===== config.mk =====
export PLATFORM = sky130hd
export DESIGN_NAME = instruction_loader
export DESIGN_NICKNAME = d
export VERILOG_FILES = /design/src/rtl/instruction_loader.sv
export SDC_FILE = /design/constraint.sdc
export NUM_CORES = 1
export LEC_CHECK = 0
export CORE_MARGIN = 2
export CORE_UTILIZATION = 57
export DETAILED_ROUTE_END_ITERATION = 10
export PLACE_DENSITY = 0.95
export SLEW_MARGIN = 20
export SYNTH_ARGS = -nofsm -noshare
export SYNTH_HDL_FRONTEND = slang
export SYNTH_SLANG_ARGS = --single-unit

===== constraint.sdc =====
create_clock -name clk -period 5.2 [get_ports clk]
set_clock_uncertainty 0.15 [all_clocks]
set_input_delay 1.04 -clock clk [delete_from_list [all_inputs] [get_ports clk]]
set_output_delay 1.04 -clock clk [all_outputs]
set_load 0.02 [all_outputs]

===== src/rtl/instruction_loader.sv =====
// Boot loader: assembles little-endian 32-bit words from a UART byte stream into the
// instruction ROM, then releases the core. Optional trailing XOR checksum: LOADER_CHECKSUM_EN.
module instruction_loader #(
    parameter int ADDR_W = 12
) (
    input  logic              clk,
    input  logic              reset,
    input  logic              rx_valid,
    input  logic [7:0]        rx_data,
    output logic              rx_ready,
    output logic              rom_wren,
    output logic [ADDR_W-1:0] rom_address,
    output logic [31:0]       rom_write_data,
    output logic              cpu_run,
    output logic              load_error,
    output logic [ADDR_W-2:0] words_loaded
);
    localparam int          WCNT_W   = ADDR_W - 1;
    localparam logic [31:0] CAPACITY = 32'(1) << (ADDR_W - 2);

`ifdef LOADER_CHECKSUM_EN
    typedef enum logic [2:0] {HEADER, DATA, CSUM, DONE, ERROR} state_t;
    localparam state_t IMG_END = CSUM;
`else
    typedef enum logic [2:0] {HEADER, DATA, DONE, ERROR} state_t;
    localparam state_t IMG_END = DONE;
`endif

    state_t              state_q, state_d;
    logic [1:0]          byte_cnt_q, byte_cnt_d;
    logic [31:0]         shift_q, shift_d;
    logic [WCNT_W-1:0]   total_q, total_d;
    logic [WCNT_W-1:0]   words_q, words_d;
    logic                wren_q, wren_d;
    logic [ADDR_W-1:0]   addr_q, addr_d;
    logic [31:0]         wdata_q, wdata_d;
`ifdef LOADER_CHECKSUM_EN
    logic [7:0]          xor_q, xor_d;
`endif

    logic        hs;
    logic [31:0] word_in;

    assign rx_ready = (state_q == HEADER) || (state_q == DATA)
`ifdef LOADER_CHECKSUM_EN
                      || (state_q == CSUM)
`endif
                      ;
    assign hs      = rx_valid && rx_ready;
    // First byte received ends up in bits [7:0] after four shifts.
    assign word_in = {rx_data, shift_q[31:8]};

    always_comb begin
        state_d    = state_q;
        byte_cnt_d = byte_cnt_q;
        shift_d    = shift_q;
        total_d    = total_q;
        words_d    = words_q;
        wren_d     = 1'b0;
        addr_d     = addr_q;
        wdata_d    = wdata_q;
`ifdef LOADER_CHECKSUM_EN
        xor_d      = xor_q;
        if (hs && (state_q == HEADER || state_q == DATA)) xor_d = xor_q ^ rx_data;
`endif
        case (state_q)
            HEADER: if (hs) begin
                byte_cnt_d = byte_cnt_q + 2'd1;
                shift_d    = word_in;
                if (byte_cnt_q == 2'd3) begin
                    total_d = word_in[WCNT_W-1:0];
                    if (word_in > CAPACITY)  state_d = ERROR;
                    else if (word_in == '0)  state_d = IMG_END;
                    else                     state_d = DATA;
                end
            end
            DATA: if (hs) begin
                byte_cnt_d = byte_cnt_q + 2'd1;
                shift_d    = word_in;
                if (byte_cnt_q == 2'd3) begin
                    wren_d  = 1'b1;
                    wdata_d = word_in;
                    addr_d  = {words_q[ADDR_W-3:0], 2'b00};
                    words_d = words_q + 1'b1;
                    if (words_d == total_q) state_d = IMG_END;
                end
            end
`ifdef LOADER_CHECKSUM_EN
            CSUM: if (hs) state_d = (rx_data == xor_q) ? DONE : ERROR;
`endif
            default: ;
        endcase
    end

    always_ff @(posedge clk or posedge reset) begin
        if (reset) begin
            state_q    <= HEADER;
            byte_cnt_q <= '0;
            shift_q    <= '0;
            total_q    <= '0;
            words_q    <= '0;
            wren_q     <= 1'b0;
            addr_q     <= '0;
            wdata_q    <= '0;
`ifdef LOADER_CHECKSUM_EN
            xor_q      <= '0;
`endif
        end else begin
            state_q    <= state_d;
            byte_cnt_q <= byte_cnt_d;
            shift_q    <= shift_d;
            total_q    <= total_d;
            words_q    <= words_d;
            wren_q     <= wren_d;
            addr_q     <= addr_d;
            wdata_q    <= wdata_d;
`ifdef LOADER_CHECKSUM_EN
            xor_q      <= xor_d;
`endif
        end
    end

    assign rom_wren       = wren_q;
    assign rom_address    = addr_q;
    assign rom_write_data = wdata_q;
    assign words_loaded   = words_q;
    // Hold the core back through the final write pulse so the ROM is complete first.
    assign cpu_run        = (state_q == DONE) && !wren_q;
    assign load_error     = (state_q == ERROR);

endmodule


==> results.md, run 1 <==
- Status: finished, final reports clean
- Worst EP arrival: 3.34 ns
- Final min period: 3.204 ns
- Slew HR: 39.63%
- Mean Syn Cell Area: 9.375 µm²
- Die area: 0.007796 mm²
- Hold Path Class: flop to flop
- H-tree depth: 3
- Clock slew at reported path FFs: 0.09 ns
- Final nets: 505
- Die Wd: 88.30 µm
- Crit-path max FO: 28
- Critical path capture point type: flop
- CP max stage delay: 0.51 ns
- CP Launch Type: input port
- Number of synthesized flops with an enable pin: 0
- Post-cts gate resize count: 0
- Power Density: 562.9 mW/mm²
- Proportion of synthesized area in mux cells: 3.306%
- WL/cell: 16.33 µm
- CP delay by family, top: simple AND/OR/NAND/NOR gates
- Number of setup buffers added after CTS: 0
- Routed wire length: 9670 µm
- CTS Buffer Depth: 2
- Register area share after synthesis: 57.46%
- DRC Markers: 0
- TritonCTS clock tree: yes
- Final Worst Setup Slack: 1.996 ns
- Yosys reg bits: 93
- Setup TNS: 0 ns
- Chip Height: 88.30 µm
- Drt pass-1 iters: 5
- DR vias/cell: 5.655
- Number of buffers created by CTS: 9
- Starting Density: 59.29%
- Layout fillers: 494
- Io pins: 70
- Count of yosys warnings during synthesis: 0
- Global-route wire length before repair: 15,610 µm
- Post-Synthesis Cells: 432
- Clock Sinks: 93
- CORE AREA: 0.006832 mm²
- Initial antenna violation count: 0
- Vias: 3,348
- Top sig layer: met4
- Fraction of layout cells with a size suffix above 1: 8.065%
- Post-synth top flop: dfrtp_1
- Design area: 0.005017 mm²
- Area Growth Syn to Fin: 23.88%
- CP required: 5.34 ns
- Setup violations, final: 0
- Post-synth ARST share: 100.0%
- Buffers plus inverters on the worst setup path: 2
- Slew of the pin with the lowest slew margin: 0.9022 ns
- Hold-critical path depth: 2
- CP cell instances: clkdlybuf4s50_1 -> nor2b_1 -> buf_4 -> nand3_2 -> or2_2 -> nor3_1 -> xor2_1
- Gp weighted congestion: 0.8765
- Pre-CTS WS: 1.698 ns
- Port Buf Inserts: 67
- DR WL met2: 4900 µm
- Total power: 2824 µW
- DR iter-0 viols: 317
- Levels on crit path: 7
- Clock root buffer: clkbuf_8
- Final period util: 61.61%
- Synth Area in XOR/XNOR: 4.757%
- Hold Fails Final Rpt: 0
- ANT cells: 0
- Leakage power: 0.002454 µW
- Routed length on met1: 3778 µm
- Row Count: 30
- Main combinational cell family by area after synthesis: simple AND/OR/NAND/NOR gates
- Vias in the first global route: 3,162
- Largest net degree at the start of global routing: 61
- WL met3: 662 µm
- Max Cap Viol: 0
- Synth Area in Compound Gates: 3.089%
- Simple-gate share of the synthesized area: 27.46%
- Adder-cell share of the synthesized area: 0.6179%
- Gr usage total: 26.48%
- Detail Route Antenna Nets: 0
- RSZ-0062 raised after global routing: no
- CTS Hold Buffers Added: 0
- Reg2reg path depth: 6
- Clock latency on the worst-skew pair: 0.36 ns
- Unique masters post-synth: 42
- DP Area: 0.004770 mm²
- Fmax: 312.1 MHz
- Slew Limit Fails: 0
- Maximum VDD drop: 0.2952 mV
- Crit-path slowest cell: clkdlybuf4s50_1
- CP Class: input port to flop
- Grt total ovfl: 0
- Final HPWL DP: 6269 µm
- Post-synthesis cell area: 0.004050 mm²
## layout by cell type, fill, tap and decap left out, drive strengths merged, types with 4 or more instances in the layout
master and n:
nand2 209, o21ai 4, xnor2 10, nand4 4, xor2 12, buf 4
inv 4, clkbuf 11, nor2 5, nor4 8, mux2 11, dfrtp 93
nor3 9, clkdlybuf4s50 67, nand3 8
## flip-flops by register name, summed over array words and instances, names as in the netlist
name and count:
words_loaded 11, rom_wren 1, shift_q 24, byte_cnt_q 2, state_q 2, rom_address 10, total_q 11, rom_write_data 32
## final timing paths
kind | startpoint | endpoint | slack, ns
hold / removal | rom_address[5]$_DFFE_PP0P_ | rom_address[5]$_DFFE_PP0P_ | 0.33
setup reg to reg | words_loaded[0]$_DFFE_PP0P_ | state_q[1]$_DFFE_PP0P_ | 2.73
hold reg to reg | rom_address[5]$_DFFE_PP0P_ | rom_address[5]$_DFFE_PP0P_ | 0.33
max in group asynchronous | reset | rom_write_data[23]$_DFFE_PP0P_ | 2.98
min in group asynchronous | reset | rom_write_data[9]$_DFFE_PP0P_ | 1.01
setup / recovery | rx_valid | words_loaded[9]$_DFFE_PP0P_ | 2.00
## worst register-to-register path, cell delays in order (launching register included)
cell and delay [ns]:
dfrtp_1 0.53, ha_1 0.34, nand3_4 0.15, or2_2 0.35, o32ai_1 0.34, nor4_1 0.13, a311o_1 0.36
## report_power, final
group	internal, µW	switching (µW)
clock network	342	247
logic	447	534
registers	974	279
## synth_stat cells, drive strengths merged (3+ instances only)
| cell | n | area share, % |
|---|---|---|
| buf | 14 | 1.9 |
| clkbuf | 9 | 0.86 |
| dfrtp | 93 | 57 |
| inv | 4 | 0.37 |
| mux2 | 11 | 3.1 |
| nand2 | 209 | 19 |
| nand3 | 8 | 1.3 |
| nand4 | 4 | 0.62 |
| nor2 | 5 | 0.46 |
| nor2b | 3 | 0.46 |
| nor3 | 9 | 1.1 |
| nor3b | 3 | 0.56 |
| nor4 | 8 | 2.0 |
| o21ai | 4 | 0.49 |
| xnor2 | 10 | 2.2 |
| xor2 | 12 | 2.6 |
## cell type report
cell class / count / area (µm²) / area share, %
Clock buffer: 11 / 151.4 / 3.017
Clock inverter: 4 / 95.09 / 1.895
Inverter: 5 / 21.27 / 0.4239
Multi-Input combinational cell: 312 / 1602 / 31.92
Sequential cell: 93 / 2327 / 46.38
Tap cell: 96 / 120.1 / 2.394
Timing Repair Buffer: 71 / 700.7 / 13.97
## metrics by stage
step	hold slack (ns)	std cells	util (%)
after floorplan	0.2980	433	-
after global placement	0.3105	577	69.82
after detailed placement	0.3155	577	69.82
after CTS	0.3364	592	73.42
after global routing	0.3456	592	73.44
final	0.3300	592	73.44
## layer usage
metal  vias up  GRT usage, %
li1       1496             -
met1      1632         33.17
met2       183         44.77
met3        37         4.478
met4         0         13.09
met5         -             0
## logic make-up after synthesis
| kind of cell | count (synthesis) |
|---|---|
| simple gates | 258 |
| xor+xnor | 22 |
| buf+inv | 28 |
| other cells | 1 |
| fa+ha+maj | 2 |
| mux | 12 |
| compound gates | 16 |
| flops | 93 |
Power figures use the tool's default switching activity.
==> inputs of run 2 (changes only) <==
CORE_UTILIZATION = 53   (was 57)
PLACE_DENSITY = 0.92   (was 0.95)
clock period = 2.97 ns   (was 5.2 ns; I/O delays follow)
==> run 2 against run 1 <==
Effect of this change: routed wire length fell by 5.8%; non-clock buffer count is 5 higher; flip-flop and latch count unchanged; via count fell by 3.3%.
==> results.md, run 2 (synthesis gave the netlist of run 1 again) <==
- Gp weighted congestion: 0.9454 (+7.9%)
- Slew Limit Fails: 0 (unchanged)
- Number of buffers created by CTS: 9 (unchanged)
- Vias: 3,236 (-3.3%)
- Initial antenna violation count: 0 (unchanged)
- Slew of the pin with the lowest slew margin: 0.8125 ns (-0.08975 ns)
- Worst hold endpoint: rom_address[8]$_DFFE_PP0P_
- Critical path capture point type: primary output
- CTS Buffer Depth: 2 (unchanged)
- Power Density: 945.8 mW/mm² (+68%)
- Hold-critical path depth: 2 (unchanged)
- Slew HR: 45.70% (+6.1 points)
- Clock root buffer: clkbuf_8
- Die Wd: 91.42 µm (+3.5%)
- Fraction of layout cells with a size suffix above 1: 8.964% (+0.90 points)
- Reg2reg path depth: 6 (unchanged)
- Max Cap Viol: 0 (unchanged)
- Area Growth Syn to Fin: 24.65%
- Final HPWL DP: 6395 µm (+2.0%)
- Status: finished, final reports clean
- H-tree depth: 3 (unchanged)
- ANT cells: 0 (unchanged)
- Final core utilization: 68.87% (-4.6 points)
- Clock Sinks: 93 (unchanged)
- Largest net degree at the start of global routing: 40 (-34%)
- CP Launch Type: flop
- CTS Hold Buffers Added: 0 (unchanged)
- WL/cell: 15.16 µm (-7.2%)
- Starting Density: 55.25% (-4.0 points)
- CP Class: flop to primary output
- P_int: 2942 µW (+67%)
- Setup TNS: 0 ns (unchanged)
- Final min period: 2.464 ns
- Commonest non-fill, non-tap cell in the layout: nand2_1
- Hold Fails Final Rpt: 0 (unchanged)
- Number of setup buffers added after CTS: 0 (unchanged)
- Final period util: 82.95%
- Clock latency on the worst-skew pair: 0.37 ns (about the same)
- Reg-to-reg slack, setup: 0.56 ns (-2.17 ns)
- Post-cts gate resize count: 0 (unchanged)
- Psw: 1832 µW (+73%)
- Setup violations, final: 0 (unchanged)
- Crit-path max FO: 8 (-71%)
- DR iter-0 viols: 193 (-39%)
- DR vias/cell: 5.384 (-4.8%)
- Fmax: 405.9 MHz
- Origin of the critical flop-to-flop path: words_loaded[0]$_DFFE_PP0P_
- Proportion of power drawn by the clock network: 18.4% (-2.5 points)
- RR Endpoint: state_q[1]$_DFFE_PP0P_
- DRC Markers: 0 (unchanged)
- Leakage power: 0.002461 µW (+0.27%)
- Io pins: 70 (unchanged)
- TritonCTS clock tree: yes
- Sequential Power Share: 45.8% (+1.4 points)
- Drt pass-1 iters: 4 (-1)
- Routed wire length: 9111 µm (-5.8%)
- Maximum VDD drop: 0.5145 mV (+74%)
- Vias in the first global route: 3,181 (+0.60%)
- Gr usage total: 23.62% (-2.9 points)
- Hold path startpoint: rom_address[8]$_DFFE_PP0P_
- Chip Height: 91.42 µm (+3.5%)
- Grt total ovfl: 0 (unchanged)
- Hold Path Class: flop to flop
- Die area: 0.008357 mm² (+7.2%)
- Row Count: 31 (+3.3%)
- Max reg flops: 32 (unchanged)
- CP required: 2.23 ns (-3.11 ns)
- CORE AREA: 0.007331 mm² (+7.3%)
- Final nets: 510 (+0.99%)
- Sw Ratio: 38.38% (+0.82 points)
- Most frequent cells in the layout: nand2_1, dfrtp_1, clkdlybuf4s50_1
- Gate power share: 35.8% (+1.1 points)
- Clock slew at reported path FFs: 0.09 ns (about the same)
- Worst EP arrival: 1.72 ns (-1.62 ns)
- Global-route wire length before repair: 15,490 µm (-0.75%)
- Final hold slack: 0.3267 ns (-0.003303 ns)
- Port Buf Inserts: 67 (unchanged)
- Detail Route Antenna Nets: 0 (unchanged)
- RSZ-0062 raised after global routing: no
==> run 2: layer usage <==
layer | track usage (%) | up-vias | share of wire [%]
li1 | - | 1510 | -
met1 | 30.71 | 1578 | 42
met5 | 0 | - | 0
met2 | 38.91 | 130 | 50
met4 | 10.35 | 0 | 2.2
met3 | 4.149 | 18 | 5.9
==> run 2: power by group through the flow <==
stage                     Sequential (µW)  Clock (µW)  Combinational [µW]
final                                2190         877                1710
after detailed placement             2190           0                1710
after floorplan                      2290           0                 835
after global routing                 2240         933                1880
after global placement               2170           0                1660
after CTS                            2180         894                1720
==> run 2: critical path: stages (launching register included) <==
cell             delay (ns)
dfrtp_1                0.54
and2_1                 0.21
clkdlybuf4s50_1        0.60
==> run 2: cell type report <==
cell class | count | area, µm²
Tap cell | 99 | 123.9
Clock buffer | 12 | 155.1
Inverter | 5 | 22.52
Multi-Input combinational cell | 312 | 1602
Fill cell | 520 | 2282
Timing Repair Buffer | 76 | 763.2
Sequential cell | 93 | 2327
Clock inverter | 4 | 55.05
==> run 2: worst max path at each step <==
| stage | from | endpoint | slack, ns | cells past startpoint |
|---|---|---|---|---|
| 6_report | state_q[0]$_DFFE_PP0P_ | load_error | 0.51 | 2 |
| 3_5_place_dp | rx_data[6] | state_q[1]$_DFFE_PP0P_ | 0.23 | 6 |
| 3_3_place_gp | rx_data[6] | state_q[1]$_DFFE_PP0P_ | 0.43 | 6 |
| 5_1_grt | words_loaded[0]$_DFFE_PP0P_ | state_q[1]$_DFFE_PP0P_ | 0.42 | 6 |
| 2_1_floorplan | words_loaded[1]$_DFFE_PP0P_ | state_q[1]$_DFFE_PP0P_ | 0.79 | 6 |
| 4_1_cts | state_q[0]$_DFFE_PP0P_ | load_error | 0.50 | 2 |
==> run 2: per-stage QoR <==
step	setup slack (ns)	instances	power, µW	instance area (µm²)
final	0.5064	601	4775	5049
after global routing	0.4249	601	5053	5049
after CTS	0.5007	601	4796	5049
after detailed placement	0.2333	585	3906	4838
after global placement	0.4323	585	3833	4838
after floorplan	0.7853	433	3126	4058
